[config.mk]
export PLATFORM = sky130hd
export DESIGN_NAME = riscv_muldiv
export DESIGN_NICKNAME = d
export VERILOG_FILES = /design/src/rtl/riscv_muldiv.sv
export SDC_FILE = /design/constraint.sdc
export NUM_CORES = 1
export LEC_CHECK = 0
export ABC_AREA = 1
export CAP_MARGIN = 10
export CORE_UTILIZATION = 48
export CTS_CLUSTER_SIZE = 10
export DETAILED_ROUTE_END_ITERATION = 10
export PLACE_DENSITY = 0.67
export SKIP_LAST_GASP = 1
export SYNTH_ARGS = -nofsm -noshare
export SYNTH_HDL_FRONTEND = slang
export SYNTH_SLANG_ARGS = --single-unit
[constraint.sdc]
create_clock -name clk -period 7.8 [get_ports clk]
set_input_delay 1.95 -clock clk [delete_from_list [all_inputs] [get_ports clk]]
set_output_delay 1.95 -clock clk [all_outputs]
set_load 0.01 [all_outputs]
[src/rtl/riscv_muldiv.sv]
// riscv_muldiv: iterative RV32M multiply/divide unit.
// One radix-2 step per cycle. Latency is fixed and does not depend on the operands:
// capture, then XLEN steps, then one sign-fix cycle.
module riscv_muldiv #(
    parameter int XLEN = 32
) (
    input  logic            clk,
    input  logic            rst,
    input  logic            start,
    input  logic [2:0]      op,
    input  logic [XLEN-1:0] a,
    input  logic [XLEN-1:0] b,
    output logic            busy,
    output logic            done,
    output logic [XLEN-1:0] result
);
    localparam int CW = $clog2(XLEN);

    typedef enum logic [1:0] {IDLE, CALC, FIX} state_t;

    state_t          state_q, state_d;
    logic [CW-1:0]   cnt_q, cnt_d;
    logic [2:0]      op_q, op_d;
    // hi: product upper half / partial remainder; lo: multiplier / dividend-quotient
    logic [XLEN-1:0] hi_q, hi_d;
    logic [XLEN-1:0] lo_q, lo_d;
    // opd: multiplicand magnitude for multiply, divisor magnitude for divide
    logic [XLEN-1:0] opd_q, opd_d;
    logic            neg_main_q, neg_main_d;  // negate product / quotient
    logic            neg_rem_q, neg_rem_d;    // negate remainder
    logic            done_q, done_d;
    logic [XLEN-1:0] result_q, result_d;

    // Combinational temporaries
    logic              a_signed, b_signed, sa, sb;
    logic [XLEN-1:0]   mag_a, mag_b;
    logic [XLEN:0]     shifted, diff, sum;
    logic [2*XLEN-1:0] prod_s;
    logic [XLEN-1:0]   quot_s, rem_s;

    // Next-state logic: operand capture, one iteration step, and the final sign fix
    always_comb begin
        state_d    = state_q;
        cnt_d      = cnt_q;
        op_d       = op_q;
        hi_d       = hi_q;
        lo_d       = lo_q;
        opd_d      = opd_q;
        neg_main_d = neg_main_q;
        neg_rem_d  = neg_rem_q;
        done_d     = 1'b0;
        result_d   = result_q;

        // MUL, MULH, MULHSU, DIV and REM read rs1 as signed.
        // MUL, MULH, DIV and REM read rs2 as signed.
        // MUL keeps only the low half, so treating its operands as signed is harmless.
        a_signed = (op == 3'd0) || (op == 3'd1) || (op == 3'd2) || (op == 3'd4) || (op == 3'd6);
        b_signed = (op == 3'd0) || (op == 3'd1) || (op == 3'd4) || (op == 3'd6);
        sa       = a_signed & a[XLEN-1];
        sb       = b_signed & b[XLEN-1];
        mag_a    = sa ? -a : a;
        mag_b    = sb ? -b : b;

        shifted = {hi_q, lo_q[XLEN-1]};
        diff    = shifted - {1'b0, opd_q};
        sum     = {1'b0, hi_q} + (lo_q[0] ? {1'b0, opd_q} : {(XLEN+1){1'b0}});

        prod_s = neg_main_q ? -{hi_q, lo_q} : {hi_q, lo_q};
        quot_s = neg_main_q ? -lo_q : lo_q;
        rem_s  = neg_rem_q ? -hi_q : hi_q;

        case (state_q)
            IDLE: begin
                if (start) begin
                    op_d    = op;
                    cnt_d   = '0;
                    hi_d    = '0;
                    state_d = CALC;
                    if (op[2]) begin
                        lo_d       = mag_a;
                        opd_d      = mag_b;
                        // A zero divisor yields all ones, so its quotient is never negated.
                        neg_main_d = (sa ^ sb) & (b != '0);
                        neg_rem_d  = sa;
                    end else begin
                        lo_d       = mag_b;
                        opd_d      = mag_a;
                        neg_main_d = sa ^ sb;
                        neg_rem_d  = 1'b0;
                    end
                end
            end
            CALC: begin
                if (op_q[2]) begin
                    // Restoring division step. diff[XLEN] set means the trial subtraction borrowed.
                    if (!diff[XLEN]) begin
                        hi_d = diff[XLEN-1:0];
                        lo_d = {lo_q[XLEN-2:0], 1'b1};
                    end else begin
                        hi_d = shifted[XLEN-1:0];
                        lo_d = {lo_q[XLEN-2:0], 1'b0};
                    end
                end else begin
                    // Shift-add multiply step. The product shifts right into lo as the multiplier drains out.
                    hi_d = sum[XLEN:1];
                    lo_d = {sum[0], lo_q[XLEN-1:1]};
                end
                cnt_d = cnt_q + 1'b1;
                if (cnt_q == CW'(XLEN-1)) begin
                    state_d = FIX;
                end
            end
            FIX: begin
                case (op_q)
                    3'd0:          result_d = prod_s[XLEN-1:0];
                    3'd1, 3'd2,
                    3'd3:          result_d = prod_s[2*XLEN-1:XLEN];
                    3'd4, 3'd5:    result_d = quot_s;
                    default:       result_d = rem_s;
                endcase
                done_d  = 1'b1;
                cnt_d   = '0;
                state_d = IDLE;
            end
            default: state_d = IDLE;
        endcase
    end

    // State registers with synchronous reset
    always_ff @(posedge clk) begin
        if (rst) begin
            state_q    <= IDLE;
            cnt_q      <= '0;
            op_q       <= '0;
            hi_q       <= '0;
            lo_q       <= '0;
            opd_q      <= '0;
            neg_main_q <= 1'b0;
            neg_rem_q  <= 1'b0;
            done_q     <= 1'b0;
            result_q   <= '0;
        end else begin
            state_q    <= state_d;
            cnt_q      <= cnt_d;
            op_q       <= op_d;
            hi_q       <= hi_d;
            lo_q       <= lo_d;
            opd_q      <= opd_d;
            neg_main_q <= neg_main_d;
            neg_rem_q  <= neg_rem_d;
            done_q     <= done_d;
            result_q   <= result_d;
        end
    end

    assign busy   = (state_q != IDLE);
    assign done   = done_q;
    assign result = result_q;

endmodule
==> key figures <==
Status
  • Status: complete, no violations

STA
  • RSZ-0062 raised after global routing: no
  • Final hold viol count: 0
  • Rel. slew slack: 35.99%
  • Max-slew violation count: 0
  • Final critical-path share of the clock period: 64.45%
  • Final clock skew: 0.01386 ns
  • Final Setup Violations: 0
  • Setup tns final: 0 ns
  • Slew at the pin closest to its max-slew limit: 0.9579 ns
  • Final critical-path required period: 5.027 ns
  • Final WS setup: 2.773 ns
  • Fmax: 198.9 MHz

Finish
  • Area growth syn-to-layout: 11.13%
  • Layout Nets: 3286
  • Filler cells: 3696
  • ANT cells: 0
  • Register area: 2825 um^2
  • Multi-input logic area: 11920 um^2
  • Share of layout cells above drive strength 1: 4.466%

GRT
  • Total gr overflow: 0
  • GR Util All Layers: 40.48%
  • M3 GR Usage: 9.698%
  • Top Usage Layer GRT: met2
  • GR Util met2: 62.16%
  • Vias in the first global route: 19230
  • Largest net degree at the start of global routing: 85
  • M1 GR Usage: 52.32%
  • Initial antenna violation count: 3
  • First-pass GRT wire length: 111300 um

CTS
  • Clock transition at path regs: 0.08 ns
  • TritonCTS clock tree: built
  • Clock latency on the worst-skew pair: 0.46 ns
  • Total CTS buffers: 17
  • Clock Path Buffers: 2
  • CTS Sinks: 141
  • CTS Hold Bufs: 0
  • Post CTS Setup Buffer Count: 0
  • Root buf cell: clkbuf_16
  • # resized after CTS: 0
  • H-tree depth: 4

Synthesis
  • Mapped Area: 17020 um^2
  • Ys Warns: 0
  • Syn nets: 3261
  • Yosys cell types: 56
  • Syn Area/Cell: 5.455 um^2
  • Register area share after synthesis: 16.59%
  • Post-synthesis cell count: 3119
  • Yosys reg bits: 141
  • Post-synth EDFFs: 0
  • Top FF cell, synth: dfxtp_1
  • FFs w/ async S/R, synth: 0%

Power
  • Power Dens Cells: 163.9 nW/um^2
  • Power Internal: 1.604 mW
  • Max IR drop VDD: 0.0001908 V
  • Seq pwr share: 27.4%
  • Total Power: 3.099 mW
  • Sw frac: 48.24%
  • Psw: 1.495 mW
  • Comb pwr share: 44.7%
  • LEAKAGE: 9.158 nW
  • Clock power share: 27.9%

Hold path
  • Hold Path Class: register to register

Place
  • Port Buffers: 103
  • Hpwl dp: 58680 um
  • Gpl congestion: 1.033
  • Placement Setup Slack: 2.511 ns

Setup path
  • Buf+Inv Stages, Crit Path: 5
  • Worst-path maximum fanout: 39
  • CP Cell Sequence: clkdlybuf4s50_1 -> buf_4 -> inv_1 -> buf_4 -> nor2_2 -> inv_1 -> or2_2 -> a31oi_1
  • Reg-to-reg slack, setup: 4.08 ns
  • Cell family with most CP delay: buffers and inverters
  • CP startpoint kind: input port
  • CP arrival: 5.41 ns
  • Type of the worst setup path: input port to register
  • Slowest CP cell: clkdlybuf4s50_1
  • Worst path max stage delay: 0.89 ns
  • Data required, critical path: 8.18 ns
  • Crit end category: register

Routing
  • Post-route ant nets: 0
  • Wire length per cell: 20.61 um
  • First-pass DRT Iterations: 8
  • Vias: 21500
  • Routed WL: 74440 um
  • Vias per std cell: 5.952
  • DRT iter0 DRCs: 2776
  • Residual DRC count: 0

Floorplan
  • I/O pin count: 104
  • Die width: 190.3 um
  • Die height: 190.3 um
  • Cell row count: 68
  • Die ar.: 36200 um^2
  • Core ar.: 34710 um^2
  • Initial Util: 49.02%

Run
  • Max Cap Viol: 0
-- per-stage QoR --
step	cells	util, %	area [um^2]	hold WS (ns)
final	3612	54.47	18910	0.4685
after global placement	3580	52.70	18290	0.4502
after global routing	3612	54.47	18910	0.4896
after floorplan	3119	-	17020	0.4399
after detailed placement	3580	52.70	18290	0.4586
after CTS	3612	54.47	18910	0.4712
-- final timing paths --
kind	endpoint	cells after the start	startpoint
hold reg to reg	result[10]	2	result[10]
hold / removal	result[10]	2	result[10]
setup reg to reg	result[17]	10	op_q[2]
setup / recovery	opd_q[8]	8	op[2]
-- layout make-up --
class / count / share of cell area (%)
Timing Repair Buffer: 126 / 6.339
Sequential cell: 141 / 14.94
Clock buffer: 17 / 2.250
Multi-Input combinational cell: 2383 / 63.03
Clock inverter: 15 / 0.9992
Inverter: 475 / 9.430
Tap cell: 455 / 3.011
-- cell families (layout without fill, tap and decap cells) --
family | after synthesis | after routing | synth area share (%)
simple gates | 1646 | 1646 | 41.99
flops | 141 | 141 | 16.59
compound gates | 604 | 604 | 19.38
xor+xnor | 61 | 61 | 3.140
buf+inv | 595 | 633 | 13.52
fa+ha+maj | 72 | 72 | 5.383
-- synth_stat cells, types with 5 or more instances --
| library cell | n | area, um^2 |
|---|---|---|
| nand2_1 | 863 | 3239 |
| inv_1 | 462 | 1734 |
| nand3_1 | 326 | 1632 |
| nor2_1 | 286 | 1074 |
| a21oi_1 | 251 | 1256 |
| o21ai_0 | 219 | 1096 |
| dfxtp_1 | 141 | 2823 |
| clkbuf_1 | 88 | 330.3 |
| ha_1 | 70 | 875.8 |
| xor2_1 | 48 | 420.4 |
| nor3_1 | 43 | 215.2 |
| nand4_1 | 32 | 200.2 |
| a31oi_1 | 27 | 168.9 |
| o211ai_1 | 27 | 202.7 |
| o21ai_1 | 22 | 110.1 |
| buf_2 | 17 | 85.08 |
| nand3b_1 | 17 | 127.6 |
| nor2_2 | 15 | 93.84 |
| xnor2_1 | 13 | 113.9 |
| nand3_2 | 12 | 120.1 |
| a22oi_1 | 10 | 75.07 |
| nand2_2 | 10 | 62.56 |
| nor4_1 | 10 | 62.56 |
| inv_2 | 9 | 33.78 |
| o21bai_1 | 9 | 67.56 |
| a21o_1 | 7 | 52.55 |
| buf_1 | 7 | 26.28 |
| or2_2 | 7 | 43.79 |
| nand2_4 | 5 | 56.30 |
| o221ai_1 | 5 | 43.79 |
-- routing by layer --
layer / vias to the layer above / wire length [um]
li1: 10180 / -
met1: 9708 / 29570
met2: 1372 / 31590
met3: 229 / 9112
met4: 6 / 4131
met5: - / 41
-- power by group through the flow --
stage / combinational (mW) / clock (mW) / sequential (mW)
2_1_floorplan: 0.952 / 0 / 0.816
3_3_place_gp: 1.31 / 0 / 0.860
3_5_place_dp: 1.33 / 0 / 0.860
4_1_cts: 1.33 / 0.861 / 0.844
5_1_grt: 1.51 / 0.892 / 0.851
6_report: 1.39 / 0.863 / 0.850
-- flip-flops by register name, summed over array words and instances (netlist names) --
| register | flops |
|---|---|
| opd_q | 32 |
| neg_rem_q | 1 |
| op_q | 3 |
| result | 32 |
| state_q | 2 |
| cnt_q | 5 |
| neg_main_q | 1 |
| done | 1 |
| hi_q | 32 |
| lo_q | 32 |
-- layout by cell type (no fill, tap or decap), types with 3 or more instances in the layout --
master           instances
a221oi_1                 4
a21oi_1                251
xor2_1                  48
nand2_2                 10
clkinv_1                 4
nor2_2                  16
dfxtp_1                139
nor2_4                   7
o31ai_1                  3
nand4_1                 32
nor3_2                   4
nand3_2                 12
inv_1                  461
buf_4                   23
nor2_1                 282
o221ai_1                 5
clkdlybuf4s50_1        102
clkinv_4                 3
a21o_1                   7
or2_2                    7
o21ai_1                 22
nand2_1                863
a31oi_1                 27
xnor2_1                 13
a22oi_1                 10
inv_2                   10
o21bai_1                 9
clkbuf_16               17
nor4_1                  10
nand3b_1                17
ha_1                    70
nand3_1                326
and2_1                   3
nor3_1                  43
inv_8                    5
o211ai_1                27
clkinv_8                 6
a211oi_1                 4
nand2_4                  5
o21ai_0                219
-- worst reg2reg max path: cells and delay by family, from the launching register on --
family | cells | cell delay (ns)
buffers and inverters | 4 | 1.61
AO/OA/AOI/OAI | 3 | 0.94
AND/OR/NAND/NOR | 3 | 0.70
flip-flops | 1 | 0.33
No activity file was read; power rests on OpenSTA's default activity.
